### src/rtl/shift_register_sequencer.sv
// Sequencer for an external universal shift register: serialises command words (TX)
// or assembles serial input into words (RX), MSB- or LSB-first per command.
module shift_register_sequencer #(
  parameter int WIDTH = 4,
  parameter int CNT_W = $clog2(WIDTH + 1)
) (
  input  logic             clock_i,
  input  logic             reset_i,
  input  logic             cmd_valid_i,
  output logic             cmd_ready_o,
  input  logic             cmd_rx_i,
  input  logic             cmd_msb_first_i,
  input  logic [WIDTH-1:0] cmd_data_i,
  output logic             ser_out_o,
  output logic             ser_out_valid_o,
  input  logic             ser_out_ready_i,
  output logic             ser_out_last_o,
  input  logic             ser_in_i,
  input  logic             ser_in_valid_i,
  output logic             ser_in_ready_o,
  output logic [WIDTH-1:0] rx_data_o,
  output logic             rx_valid_o,
  input  logic             rx_ready_i,
  output logic             sr_reset_o,
  output logic             sr_shift_mode_o,
  output logic             sr_shift_dir_o,
  output logic [WIDTH-1:0] sr_data_in_o,
  output logic             sr_data_in_serial_o,
  input  logic [WIDTH-1:0] sr_q_i
);

  typedef enum logic [1:0] {IDLE, LOAD, SHIFT, DONE} state_e;

  localparam logic [CNT_W-1:0] LAST_CNT = CNT_W'(WIDTH - 1);
  localparam logic [CNT_W-1:0] CNT_ONE  = CNT_W'(1);

  state_e             state_q;
  logic [CNT_W-1:0]   bit_cnt_q;
  logic               rx_q;
  logic               msb_q;
  logic [WIDTH-1:0]   data_q;

  logic in_shift;
  logic last_bit;
  logic tx_fire;
  logic rx_fire;
  logic shift_en;

  assign in_shift = reset_i && (state_q == SHIFT);
  assign last_bit = (bit_cnt_q == LAST_CNT);
  assign tx_fire  = in_shift && !rx_q && ser_out_ready_i;
  assign rx_fire  = in_shift &&  rx_q && ser_in_valid_i;
  assign shift_en = tx_fire || rx_fire;

  // NOTE: all state updates use non-blocking assignments so every register sees
  // pre-edge values; data_q has no reset because it is always written at acceptance
  // before LOAD reads it.
  always_ff @(posedge clock_i) begin
    if (!reset_i) begin
      state_q   <= IDLE;
      bit_cnt_q <= '0;
      rx_q      <= 1'b0;
      msb_q     <= 1'b0;
    end else begin
      case (state_q)
        IDLE: begin
          if (cmd_valid_i) begin
            rx_q      <= cmd_rx_i;
            msb_q     <= cmd_msb_first_i;
            data_q    <= cmd_data_i;
            bit_cnt_q <= '0;
            state_q   <= cmd_rx_i ? SHIFT : LOAD;
          end
        end
        LOAD: state_q <= SHIFT;
        SHIFT: begin
          if (shift_en) begin
            bit_cnt_q <= bit_cnt_q + CNT_ONE;
            if (last_bit) state_q <= rx_q ? DONE : IDLE;
          end
        end
        DONE: begin
          if (rx_ready_i) state_q <= IDLE;
        end
        default: state_q <= IDLE;
      endcase
    end
  end

  // Handshake outputs decode registered state only, forced low while reset is held.
  assign cmd_ready_o     = reset_i && (state_q == IDLE);
  assign ser_out_valid_o = in_shift && !rx_q;
  assign ser_out_last_o  = ser_out_valid_o && last_bit;
  assign ser_out_o       = msb_q ? sr_q_i[WIDTH-1] : sr_q_i[0];
  assign ser_in_ready_o  = in_shift && rx_q;
  assign rx_valid_o      = reset_i && (state_q == DONE);
  assign rx_data_o       = sr_q_i;

  // The register has no hold mode: any cycle without a shift reloads it, either with
  // the latched TX word in LOAD or with its own contents everywhere else.
  assign sr_reset_o          = ~reset_i;
  assign sr_shift_mode_o     = ~shift_en;
  assign sr_shift_dir_o      = shift_en && !msb_q;
  assign sr_data_in_serial_o = rx_fire && ser_in_i;
  assign sr_data_in_o        = (state_q == LOAD) ? data_q : sr_q_i;

endmodule

### config.mk
export PLATFORM = sky130hd
export DESIGN_NAME = shift_register_sequencer
export DESIGN_NICKNAME = d
export VERILOG_FILES = /design/src/rtl/shift_register_sequencer.sv
export SDC_FILE = /design/constraint.sdc
export NUM_CORES = 1
export LEC_CHECK = 0
export ABC_CLOCK_PERIOD_IN_PS = 2550
export CAP_MARGIN = 0
export CORE_MARGIN = 4
export CORE_UTILIZATION = 41
export DETAILED_ROUTE_END_ITERATION = 7
export PLACE_DENSITY = 0.8
export REMOVE_ABC_BUFFERS = 1
export SKIP_CTS_REPAIR_TIMING = 1
export SLEW_MARGIN = 0
export SYNTH_ARGS = -nofsm -noshare
export SYNTH_HDL_FRONTEND = slang
export SYNTH_SLANG_ARGS = --single-unit
### constraint.sdc
create_clock -name clock_i -period 2.55 [get_ports clock_i]
set_input_delay 0.51 -clock clock_i [delete_from_list [all_inputs] [get_ports clock_i]]
set_output_delay 0.51 -clock clock_i [all_outputs]
set_load 0.05 [all_outputs]
Word level (Yosys, flattened, before mapping). Index checks and enable logic that the tools add are counted.

Word-level logic and storage cells: 47. Latch bits: 0. Bits in registers: 11. Output and inout port bits: 18. Memories: 0. RAM bits: 0. Memory bits (read-only): 0.

Add/subtract/negate cells: 1. Reduce and logical (&&, ||, !) cells: 19. Multiplexer cells: 12. Shift-type cells: 0. Equal/unequal tests: 8. $lt $le $gt $ge: 0. Bitwise gates (word level): 2. Multipliers: 0. Divide/modulo/power cells: 0.

Operators with widths (count): 2-bit two-way mux (6); 1-bit logical AND (10); 2-bit != test, second input constant (4); 2-bit case mux with 4 select lines (1); 3-bit two-way mux (2); 3-bit case mux with 2 select lines (1); 3-bit AND reduction (2); 2-bit equality test, second input constant (2); 4-bit two-way mux (1); 4-bit AND reduction (1); 3-bit by 1-bit adder with 3-bit output, second input constant (1); 3-bit by 2-bit equality test with 1-bit output, second input constant (1); 2-bit by 1-bit equality test with 1-bit output, second input constant (1); 1-bit zero test (2); 2-bit zero test (1); 1-bit inverter (2); 2-bit AND reduction (1); 2-bit nonzero test (1); 1-bit logical OR (1); 1-bit two-way mux (1).

Longest topological paths before layout. Gate-level depths: netlist (run 1).

Word-level depth: 7. Gate-level depth with buffers: 6.

Least setup slack after synthesis (run 1). No wires, ideal clock.

Path type: register to output. Start point: register state_q[0]. End point: output ser_out_last_o. Arrival: 1.917 ns. Required time: 2.040 ns. Cell stages (with the launch flop): 7. Slack: 0.123 ns. Path buffers: 2. Path through: dfxtp_1 buf_6 nor2b_1 buf_4 nand2_1 nor2_1 and2_1.

Longest elaborated chain between the ends: 4.

RTL lines: from (decl) (RTL line 37) `state_e state_q;`; from (signal assigned) (RTL line 72) `state_q <= cmd_rx_i ? SHIFT : LOAD;`; from (signal assigned) (RTL line 79) `if (last_bit) state_q <= rx_q ? DONE : IDLE;`; 2-bit equality test (RTL line 49) `assign in_shift = reset_i && (state_q == SHIFT);`; 1-bit logical AND (RTL line 49); 1-bit logical AND (RTL line 92) `assign ser_out_valid_o = in_shift && !rx_q;`; via ser_out_valid_o (RTL line 15) `output logic ser_out_valid_o,`; 1-bit logical AND (RTL line 93) `assign ser_out_last_o = ser_out_valid_o && last_bit;`; to (decl) (RTL line 17) `output logic ser_out_last_o,`.

The timed path passes the listed nets, and every way through them passes these cells.

Worst setup path in the final report (run 1).
Start point: register state_q[1]. End point: output ser_out_last_o.

Longest elaborated chain between the ends: 4.

RTL lines (RTL line): 2-bit equality test (49); 1-bit logical AND (49); 1-bit logical AND (92); 1-bit logical AND (93).

Every way passes these cells.

==> flow_summary_export.csv, run 1 <==
group,metric,value,unit
setup_path,timing.setup.critical_path_class,"register to output port",
placement,instance_area_at_placement,0.00110,mm^2
timing,finalClockSkew,4.05,ps
cts,cts.root.buffer_cell,"sky130_fd_sc_hd__clkbuf_4",
yosys,avgSynthCellArea,9.63,um^2
power,pwr_density_cell,489,mW/mm^2
final_layout,growth_of_design_area_from_synthesis_to_finish,67.2,%
power,vdd_drop_max,0.000266,V
placement,place.gp.congestion,0.784,
setup_path,timing.critical_path.fanout_max,12,
yosys,synth_top_cell_by_area,"sky130_fd_sc_hd__dfxtp_1",
cts,tritoncts_clock_tree,"built",
yosys,yosysSeqAreaShare,38.6,%
routing,drt-wirelength-per-cell,14.4,um
setup_path,critPathBufInv,2,
final_layout,layout.cells.most_common,"sky130_fd_sc_hd__clkdlybuf4s50_1",
outcome,outcome,"completed",
timing,rsz_0062_raised_after_global_routing,"no",
setup_path,critical_path_cell_by_cell,"nor2b_1, buf_4, nand2_1, nor2_1, and2_1, buf_12",
final_layout,drive_gt1_share,31.1,%
yosys,synth.yosys.warnings,0,
routing,via_count,639,
routing,drt_pass1_iterations,4,
timing,fmax,0.437,GHz
global_route,grt_start_max_net_pins,13,
cts,numClockSinks,11,
setup_path,cp-end-kind,"output port",
setup_path,regToRegSetupSlack,770,ps
timing,fin_hold_ws,471,ps
power,design_power_total,0.000551,W
yosys,post_synthesis_cells,70,
die,i_o_pin_total,35,
power,power_leakage,0.470,nW
placement,io_buffers,34,
global_route,first_global_vias,622,
placement,dpl.hpwl,1.43,mm
setup_path,cp_slowest_cell,"sky130_fd_sc_hd__dfxtp_1",
setup_path,cpLargestDelayFamily,"simple AND/OR/NAND/NOR gates",
die,rows,14,
global_route,grt_pass1_wl,2.84,mm
hold_path,hold_class,"register to register",
timing,timing.final.crit_share,89.8,%
routing,vias_per_cell,5.37,
yosys,synth.lib_cells_used.distinct,27,
cts,h_tree_levels,1,
cts,tritoncts.num_buffers,3,
yosys,synth-seq-cells,11,
yosys,synth.area.top_cells,"sky130_fd_sc_hd__dfxtp_1 21%, sky130_fd_sc_hd__edfxtp_1 18%, sky130_fd_sc_hd__mux2_2 8.3%, sky130_fd_sc_hd__buf_4 5.6%, sky130_fd_sc_hd__nor2_1 5.0%",
cts,cts_max_path_buffers,2,
cts,clk_latency,260,ps
final_layout,number_of_inserted_filler_cells_in_the_final_layout,119,
die,dieArea,0.00236,mm^2
die,core_region_area,0.00152,mm^2
routing,detail-route-antenna-nets,0,
yosys,synthDominantCellAreaShare,20.8,%
timing,finalWorstPathRequiredPeriod,2290,ps
die,fp.dieH,48.6,um
routing,initial_drc_count,14,
die,start_util,44.3,%
setup_path,slowest_delay,530,ps
global_route,grtUsageTotal,14.6,%
flow_run,drv_cap,0,
cts,clk_pin_slew_worst_paths,70,ps
final_layout,design_area,0.00113,mm^2
setup_path,worst-endpoint-arrival,1780,ps
timing,hold_violations,0,
final_layout,layout.cells.most_common_list,"16 x sky130_fd_sc_hd__clkdlybuf4s50_1, 12 x sky130_fd_sc_hd__buf_12, 9 x sky130_fd_sc_hd__nor2_1",
timing,worstMarginPinSlew,369,ps
die,die_w,48.6,um
timing,slew-limit-headroom,75.4,%
routing,drt_wl_total,1.71,mm
global_route,antenna_found_initial,0,
routing,drc,0,
timing,finalSetupViolCount,0,
setup_path,critical_path.startpoint_type,"register",
setup_path,worstPathRequired,2040,ps
global_route,grt_remaining_overflow,0,
yosys,syn-cell-area,674,um^2
timing,final-max-slew-violation-count,0,
final_layout,nNetsFinal,123,
final_layout,antenna_cells,0,
==> path summary, 6_finish.rpt <==
| path | startpoint | to | cells after the start |
|---|---|---|---|
| setup / recovery | state_q[1] | ser_out_last_o | 6 |
| hold / removal | bit_cnt_q[1] | bit_cnt_q[1] | 2 |
| setup reg to reg | state_q[1] | state_q[0] | 5 |
| hold reg to reg | bit_cnt_q[1] | bit_cnt_q[1] | 2 |
==> cell families after synthesis <==
kind of cell | Yosys count | share of synthesized area [%]
and+or+nand+nor | 30 | 23.9
DFF | 11 | 38.6
muxes | 8 | 13.5
AOI/OAI and AO/OA | 10 | 11.1
adders and majority gates | 2 | 3.71
buffers and inverters | 9 | 9.09
==> synth_stat cells <==
master	instances
sky130_fd_sc_hd__edfxtp_1	4
sky130_fd_sc_hd__ha_1	2
sky130_fd_sc_hd__nand3_4	1
sky130_fd_sc_hd__a21oi_1	5
sky130_fd_sc_hd__clkbuf_2	1
sky130_fd_sc_hd__buf_6	1
sky130_fd_sc_hd__or2b_1	1
sky130_fd_sc_hd__nor2b_1	2
sky130_fd_sc_hd__nor3_1	2
sky130_fd_sc_hd__buf_4	5
sky130_fd_sc_hd__o21a_1	1
sky130_fd_sc_hd__a221o_1	1
sky130_fd_sc_hd__inv_1	2
sky130_fd_sc_hd__nand2_1	6
sky130_fd_sc_hd__and3_1	3
sky130_fd_sc_hd__dfxtp_1	7
sky130_fd_sc_hd__mux2i_1	2
sky130_fd_sc_hd__and2_1	1
sky130_fd_sc_hd__a21o_1	1
sky130_fd_sc_hd__and3_2	1
sky130_fd_sc_hd__nand3_1	3
sky130_fd_sc_hd__nor2_1	9
sky130_fd_sc_hd__o41ai_2	1
sky130_fd_sc_hd__mux2_2	5
sky130_fd_sc_hd__or4b_1	1
sky130_fd_sc_hd__a311oi_1	1
sky130_fd_sc_hd__mux2_4	1
==> per-stage QoR <==
step,util [%],worst slack (ps),instances,setup TNS [ps]
after floorplan,-,-142,63,-142
after global placement,72.2,318,115,0
after detailed placement,72.2,274,115,0
after CTS,74.0,263,119,0
after global routing,74.0,142,119,0
final,74.0,260,119,0
==> worst register-to-register path: cells and delay by family (launching register included) <==
kind / cells / cell delay (ps)
AO/OA/AOI/OAI: 2 / 650
flip-flops: 1 / 530
AND/OR/NAND/NOR: 2 / 340
buffers and inverters: 1 / 170
==> state kept, by name, indices dropped and copies added, names as in the netlist <==
register,count
rx_q,1
state_q,2
data_q,4
bit_cnt_q,3
msb_q,1
==> metal layers <==
metal	wire, um	track usage (%)
met1	679	17.0
met2	849	26.3
met3	179	5.21
met4	0	1.35
met5	0	0
==> power by group <==
group | leakage (nW) | internal, W | switching, W
combinational | 0.361 | 0.000105 | 0.000121
clock | 0.0150 | 0.0000603 | 0.0000562
sequential | 0.0942 | 0.000194 | 0.0000155
==> cell type report <==
class	instances	area, um^2	share of cell area, %
Clock buffer	4	26.3	2.33
Inverter	2	7.51	0.666
Multi-Input combinational cell	50	353	31.3
Sequential cell	11	260	23.1
Tap cell	16	20.0	1.78
Timing Repair Buffer	36	460	40.8
Note: power is estimated with default switching activity, not from simulation.
==> run 2: changes to the inputs <==
--- a/config.mk
+++ b/config.mk
@@ -8,9 +8,9 @@
 export ABC_CLOCK_PERIOD_IN_PS = 2550
 export CAP_MARGIN = 0
 export CORE_MARGIN = 4
-export CORE_UTILIZATION = 41
+export CORE_UTILIZATION = 35
 export DETAILED_ROUTE_END_ITERATION = 7
-export PLACE_DENSITY = 0.8
+export PLACE_DENSITY = 0.69
 export REMOVE_ABC_BUFFERS = 1
 export SKIP_CTS_REPAIR_TIMING = 1
 export SLEW_MARGIN = 0
==> flow_summary_export.csv, run 2 (same netlist as run 1, synthesis figures left out) <==
group,metric,value,unit
cts,tritoncts.num_buffers,3,
final_layout,flip_flop_count_of_the_largest_register_after_layout,4,
setup_path,worstPathRequired,2040,ps
routing,initial_drc_count,15,
global_route,antenna_found_initial,0,
setup_path,cp_slowest_cell,"sky130_fd_sc_hd__dfxtp_1",
final_layout,final_cell_count_no_fill,129,
final_layout,drive_gt1_share,31.7,%
placement,place_worst_setup_slack,278,ps
setup_path,timing.rr.end,"state_q[0]",
die,start_util,37.8,%
final_layout,antenna_cells,0,
routing,drt_pass1_iterations,4,
die,fp.dieH,51.9,um
setup_path,cpLargestDelayFamily,"flip-flops",
timing,final-max-slew-violation-count,0,
setup_path,regToRegSetupSlack,840,ps
setup_path,worst-endpoint-arrival,1760,ps
timing,slew-limit-headroom,75.9,%
cts,tritoncts_clock_tree,"built",
cts,numClockSinks,11,
die,i_o_pin_total,35,
power,power.share.sequential,36.4,%
global_route,first_global_vias,634,
global_route,grt_remaining_overflow,0,
final_layout,nNetsFinal,124,
global_route,grtUsageTotal,13.9,%
placement,place.gp.congestion,0.776,
routing,detail-route-antenna-nets,0,
power,total_switching_power,0.000198,W
cts,h_tree_levels,1,
power,switching_share,35.4,%
final_layout,largest-register,"data_q",
setup_path,cp-end-kind,"output port",
setup_path,timing.critical_path.fanout_max,10,
die,rows,15,
power,combPwrFrac,41.7,%
final_layout,layout.cells.most_common,"sky130_fd_sc_hd__clkdlybuf4s50_1",
timing,finalWorstPathRequiredPeriod,2270,ps
setup_path,ff2ff_path_depth,5,
global_route,grt_pass1_wl,2.77,mm
placement,dpl.hpwl,1.34,mm
timing,worst_slack,283,ps
die,core_region_area,0.00178,mm^2
cts,clk_latency,270,ps
setup_path,timing.setup.critical_path_class,"register to output port",
routing,vias_per_cell,5.09,
placement,io_buffers,34,
cts,cts.root.buffer_cell,"sky130_fd_sc_hd__clkbuf_4",
hold_path,worstHoldPathCells,2,
power,vdd_drop_max,0.000259,V
cts,cts_max_path_buffers,2,
timing,timing.final.crit_share,88.9,%
die,die_w,51.9,um
setup_path,critical_path_cell_by_cell,"nor2b_1, mux2_2, buf_4",
global_route,grt_start_max_net_pins,12,
hold_path,hold_class,"register to register",
timing,rsz_0062_raised_after_global_routing,"no",
flow_run,drv_cap,0,
setup_path,critical_path.startpoint_type,"register",
setup_path,slowest_delay,540,ps
timing,worstMarginPinSlew,362,ps
hold_path,hp-start,"bit_cnt_q[1]",
final_layout,top_flop_regs,"data_q: 4 flops, bit_cnt_q: 3 flops, state_q: 2 flops",
power,proportion_of_power_drawn_by_the_clock_network,21.9,%
power,internal-power,0.000362,W
power,power_leakage,0.475,nW
final_layout,growth_of_design_area_from_synthesis_to_finish,69.9,%
timing,finalClockSkew,5.11,ps
routing,drt-wirelength-per-cell,13.1,um
timing,finalSetupViolCount,0,
outcome,outcome,"completed",
die,dieArea,0.00269,mm^2
power,pwr_density_cell,489,mW/mm^2
setup_path,critPathBufInv,1,
cts,clk_pin_slew_worst_paths,70,ps
hold_path,min_delay_worst_endpoint,"bit_cnt_q[1]",
routing,drc,0,
routing,drt_wl_total,1.69,mm
setup_path,timing.rr.start,"state_q[0]",
timing,hold_violations,0,
placement,dpl.cell_count,125,
routing,via_count,656,
timing,fmax,0.441,GHz
final_layout,layout.cells.most_common_list,"16 x sky130_fd_sc_hd__clkdlybuf4s50_1, 12 x sky130_fd_sc_hd__buf_12, 9 x sky130_fd_sc_hd__nor2_1, 9 x sky130_fd_sc_hd__buf_4, 7 x sky130_fd_sc_hd__dfxtp_1",
## run 2: layer usage
| metal | up-vias | part of all wire, % | GRT usage [%] |
|---|---|---|---|
| met2 | 38 | 46 | 23.8 |
| li1 | 314 | - | - |
| met3 | 3 | 10 | 4.87 |
| met4 | 0 | 1.2 | 5.24 |
| met5 | - | 0 | 0 |
| met1 | 301 | 42 | 15.5 |
## run 2: tightest hold or removal path: cells and delay by family (launching register included)
kind | cells | cell delay, ps
simple gates | 1 | 60
compound gates | 1 | 50
flops | 1 | 320
## run 2: power groups by stage
stage | Clock [W] | Sequential, W | Combinational, W
finish | 0.000123 | 0.000204 | 0.000234
global route | 0.000132 | 0.000206 | 0.000247
CTS | 0.000123 | 0.000204 | 0.000235
detailed placement | 0 | 0.000208 | 0.000235
global placement | 0 | 0.000208 | 0.000232
floorplan | 0 | 0.000209 | 0.000110
## run 2: worst max path at each step
stage	startpoint	to	slack, ps	depth (start not counted)
after detailed placement	reset_i	ser_out_last_o	280	5
final	state_q[0]	sr_data_in_o[2]	280	3
after global placement	reset_i	ser_out_last_o	310	5
after global routing	reset_i	ser_out_last_o	160	5
after CTS	reset_i	ser_out_last_o	270	5
after floorplan	state_q[1]	ser_out_last_o	-140	4
## run 2: layout make-up
type / instances / area, um^2
inverter: 2 / 7.51
clock buffer: 4 / 26.3
tap: 25 / 31.3
timing repair buffer: 37 / 468
fill: 144 / 637
sequential: 11 / 260
multi-input combinational: 50 / 353
## run 2: metrics by stage
stage	util (%)	power (W)	instance area, um^2	hold WS [ps]	TNS (ps)
finish	64.3	0.000561	1150	473	0
global route	64.3	0.000585	1150	497	0
CTS	64.3	0.000562	1150	474	0
detailed placement	62.8	0.000443	1120	464	0
global placement	62.8	0.000440	1120	454	0
floorplan	-	0.000320	621	444	-142
==> run 3: changes to the inputs <==
--- a/config.mk
+++ b/config.mk
@@ -5,12 +5,13 @@
 export SDC_FILE = /design/constraint.sdc
 export NUM_CORES = 1
 export LEC_CHECK = 0
+export ABC_AREA = 1
 export ABC_CLOCK_PERIOD_IN_PS = 2550
 export CAP_MARGIN = 0
 export CORE_MARGIN = 4
 export CORE_UTILIZATION = 35
 export DETAILED_ROUTE_END_ITERATION = 7
-export PLACE_DENSITY = 0.69
+export PLACE_DENSITY = 0.7
 export REMOVE_ABC_BUFFERS = 1
 export SKIP_CTS_REPAIR_TIMING = 1
 export SLEW_MARGIN = 0
==> flow_summary_export.csv, run 3 <==
group,metric,value,unit
timing,worstMarginPinSlew,454,ps
timing,fin_tns_setup,0,ps
global_route,antenna_found_initial,0,
die,die_w,51.3,um
routing,vias_per_cell,4.59,
timing,worst_slack,160,ps
routing,initial_drc_count,11,
routing,drt-wirelength-per-cell,11.6,um
final_layout,antenna_cells,0,
setup_path,critical_path.startpoint_type,"input pin",
die,fp.dieH,51.3,um
final_layout,drive_gt1_share,26.6,%
power,pwr_density_cell,557,mW/mm^2
final_layout,final-seq-area,260,um^2
routing,drt_wl_total,1.73,mm
final_layout,flip_flop_count_of_the_largest_register_after_layout,4,
timing,finalClockSkew,1.02,ps
yosys,yosys-top-cells-count,"17 x sky130_fd_sc_hd__nand2_1, 16 x sky130_fd_sc_hd__nor2_1, 11 x sky130_fd_sc_hd__inv_1",
cts,h_tree_levels,1,
final_layout,nNetsFinal,144,
global_route,grtUsageTotal,13.7,%
timing,finalWorstPathRequiredPeriod,2390,ps
yosys,synth.yosys.warnings,0,
yosys,synth.area.top_cells,"sky130_fd_sc_hd__dfxtp_1 21%, sky130_fd_sc_hd__edfxtp_1 18%, sky130_fd_sc_hd__nand2_1 9.7%, sky130_fd_sc_hd__nor2_1 9.2%, sky130_fd_sc_hd__inv_1 6.3%",
timing,slew-limit-headroom,69.6,%
timing,timing.final.crit_share,93.7,%
yosys,synth_enable_flop_cells,4,
yosys,synth-seq-cells,11,
final_layout,layout.cells.most_common,"sky130_fd_sc_hd__nand2_1",
setup_path,worstPathRequired,2040,ps
setup_path,worst-endpoint-arrival,1880,ps
flow_run,drv_cap,0,
cts,numClockSinks,11,
outcome,outcome,"completed",
yosys,synthDominantCellAreaShare,21.4,%
final_layout,growth_of_design_area_from_synthesis_to_finish,73.3,%
final_layout,number_of_inserted_filler_cells_in_the_final_layout,155,
setup_path,cp_slowest_cell,"sky130_fd_sc_hd__clkdlybuf4s50_1",
yosys,synth_top_cell_by_area,"sky130_fd_sc_hd__dfxtp_1",
routing,drt_pass1_iterations,4,
yosys,async_reset_ff_share,0,%
cts,tritoncts.num_buffers,3,
cts,clk_pin_slew_worst_paths,70,ps
placement,place.gp.congestion,0.795,
timing,finalSetupViolCount,0,
placement,dpl.hpwl,1.42,mm
die,rows,15,
yosys,synth-main-ff-cell,"sky130_fd_sc_hd__dfxtp_1",
timing,fin_hold_ws,490,ps
yosys,avgSynthCellArea,7.37,um^2
setup_path,cp-end-kind,"output port",
power,power_leakage,0.526,nW
routing,detail-route-antenna-nets,0,
power,vdd_drop_max,0.000393,V
cts,tritoncts_clock_tree,"built",
timing,hold_violations,0,
global_route,grt_pass1_wl,2.71,mm
yosys,syn-cell-area,656,um^2
die,start_util,37.6,%
hold_path,hold_class,"register to register",
setup_path,timing.setup.critical_path_class,"input pin to output port",
final_layout,multiInputGateArea,309,um^2
die,dieArea,0.00263,mm^2
final_layout,layout.cells.most_common_list,"17 x sky130_fd_sc_hd__nand2_1, 16 x sky130_fd_sc_hd__nor2_1, 16 x sky130_fd_sc_hd__clkdlybuf4s50_1",
final_layout,largest-register,"data_q",
setup_path,critical_path_cell_by_cell,"clkdlybuf4s50_1, inv_2, nor2_1, nand3_1, nand2_1, inv_2, nor2_1, buf_12",
routing,via_count,684,
setup_path,timing.critical_path.fanout_max,5,
yosys,synth.most_common_cell,"sky130_fd_sc_hd__nand2_1",
yosys,synth.lib_cells_used.distinct,19,
placement,place_worst_setup_slack,158,ps
final_layout,top_flop_regs,"data_q: 4 flops, bit_cnt_q: 3 flops, state_q: 2 flops",
global_route,grt_start_max_net_pins,8,
global_route,first_global_vias,668,
die,core_region_area,0.00175,mm^2
cts,clk_latency,270,ps
timing,fmax,0.418,GHz
cts,cts_max_path_buffers,2,
setup_path,cpLargestDelayFamily,"buffers and inverters",
yosys,post_synthesis_cells,89,
setup_path,slowest_delay,550,ps
timing,final-max-slew-violation-count,0,
routing,drc,0,
setup_path,critPathBufInv,4,
timing,rsz_0062_raised_after_global_routing,"no",
cts,cts.root.buffer_cell,"sky130_fd_sc_hd__clkbuf_4",
yosys,yosysSeqAreaShare,39.7,%
die,i_o_pin_total,35,
global_route,grt_remaining_overflow,0,
placement,io_buffers,34,
run 3: changes by cell type after synthesis, sizes merged, moves of 3 or more:
| cell | before | now |
|---|---|---|
| inv | 2 | 15 |
| nand2 | 6 | 17 |
| nor2 | 9 | 18 |
| o21ai | 0 | 5 |
| and3 | 4 | 0 |
| mux2 | 6 | 3 |
| nand3 | 4 | 7 |
run 3: metrics by stage:
stage / total power (W) / cells / utilization, % / area (um^2)
finish: 0.000633 / 149 / 65.1 / 1140
global route: 0.000670 / 149 / 65.1 / 1140
CTS: 0.000641 / 149 / 65.1 / 1140
detailed placement: 0.000518 / 145 / 63.6 / 1110
global placement: 0.000513 / 145 / 63.6 / 1110
floorplan: 0.000381 / 85 / - / 626
run 3: metal layers:
layer	vias up	track usage, %	part of all wire (%)
met5	-	0	0
met4	0	7.86	2.2
met3	4	3.50	4.9
met2	15	23.6	51
met1	315	15.2	41
li1	350	-	-
run 3: path summary, 6_finish.rpt:
kind                                   start             end  slack, ps  cells past startpoint
worst min-delay path            bit_cnt_q[1]    bit_cnt_q[1]        490                      2
worst max register to register    state_q[0]       data_q[3]       1040                      3
worst min register to register  bit_cnt_q[1]    bit_cnt_q[1]        490                      2
worst max-delay path                 reset_i  sr_shift_dir_o        160                      8
run 3: logic make-up after synthesis:
kind of cell	synth area share [%]
AO/OA/AOI/OAI	7.82
adder cells (fa/ha/maj)	3.82
buffers and inverters	13.2
flip-flops	39.7
multiplexers	5.15
AND/OR/NAND/NOR	30.3
run 3: layout make-up:
type                    count  share of cell area [%]
repair buffers             35                    39.9
multi-input cells          59                    27.2
clock buffers               4                    2.31
inverters                  15                    4.96
flip-flops and latches     11                    22.9
well taps                  25                    2.75
run 3: power breakdown:
group | switching [W] | internal (W)
sequential | 0.0000154 | 0.000203
clock | 0.0000593 | 0.0000605
combinational | 0.000170 | 0.000124
run 3: worst register-to-register path, cell delays in order (launching register included):
cell and delay (ps):
sky130_fd_sc_hd__dfxtp_1 370, sky130_fd_sc_hd__nor2_2 230, sky130_fd_sc_hd__nand2_1 170, sky130_fd_sc_hd__nor2_1 390
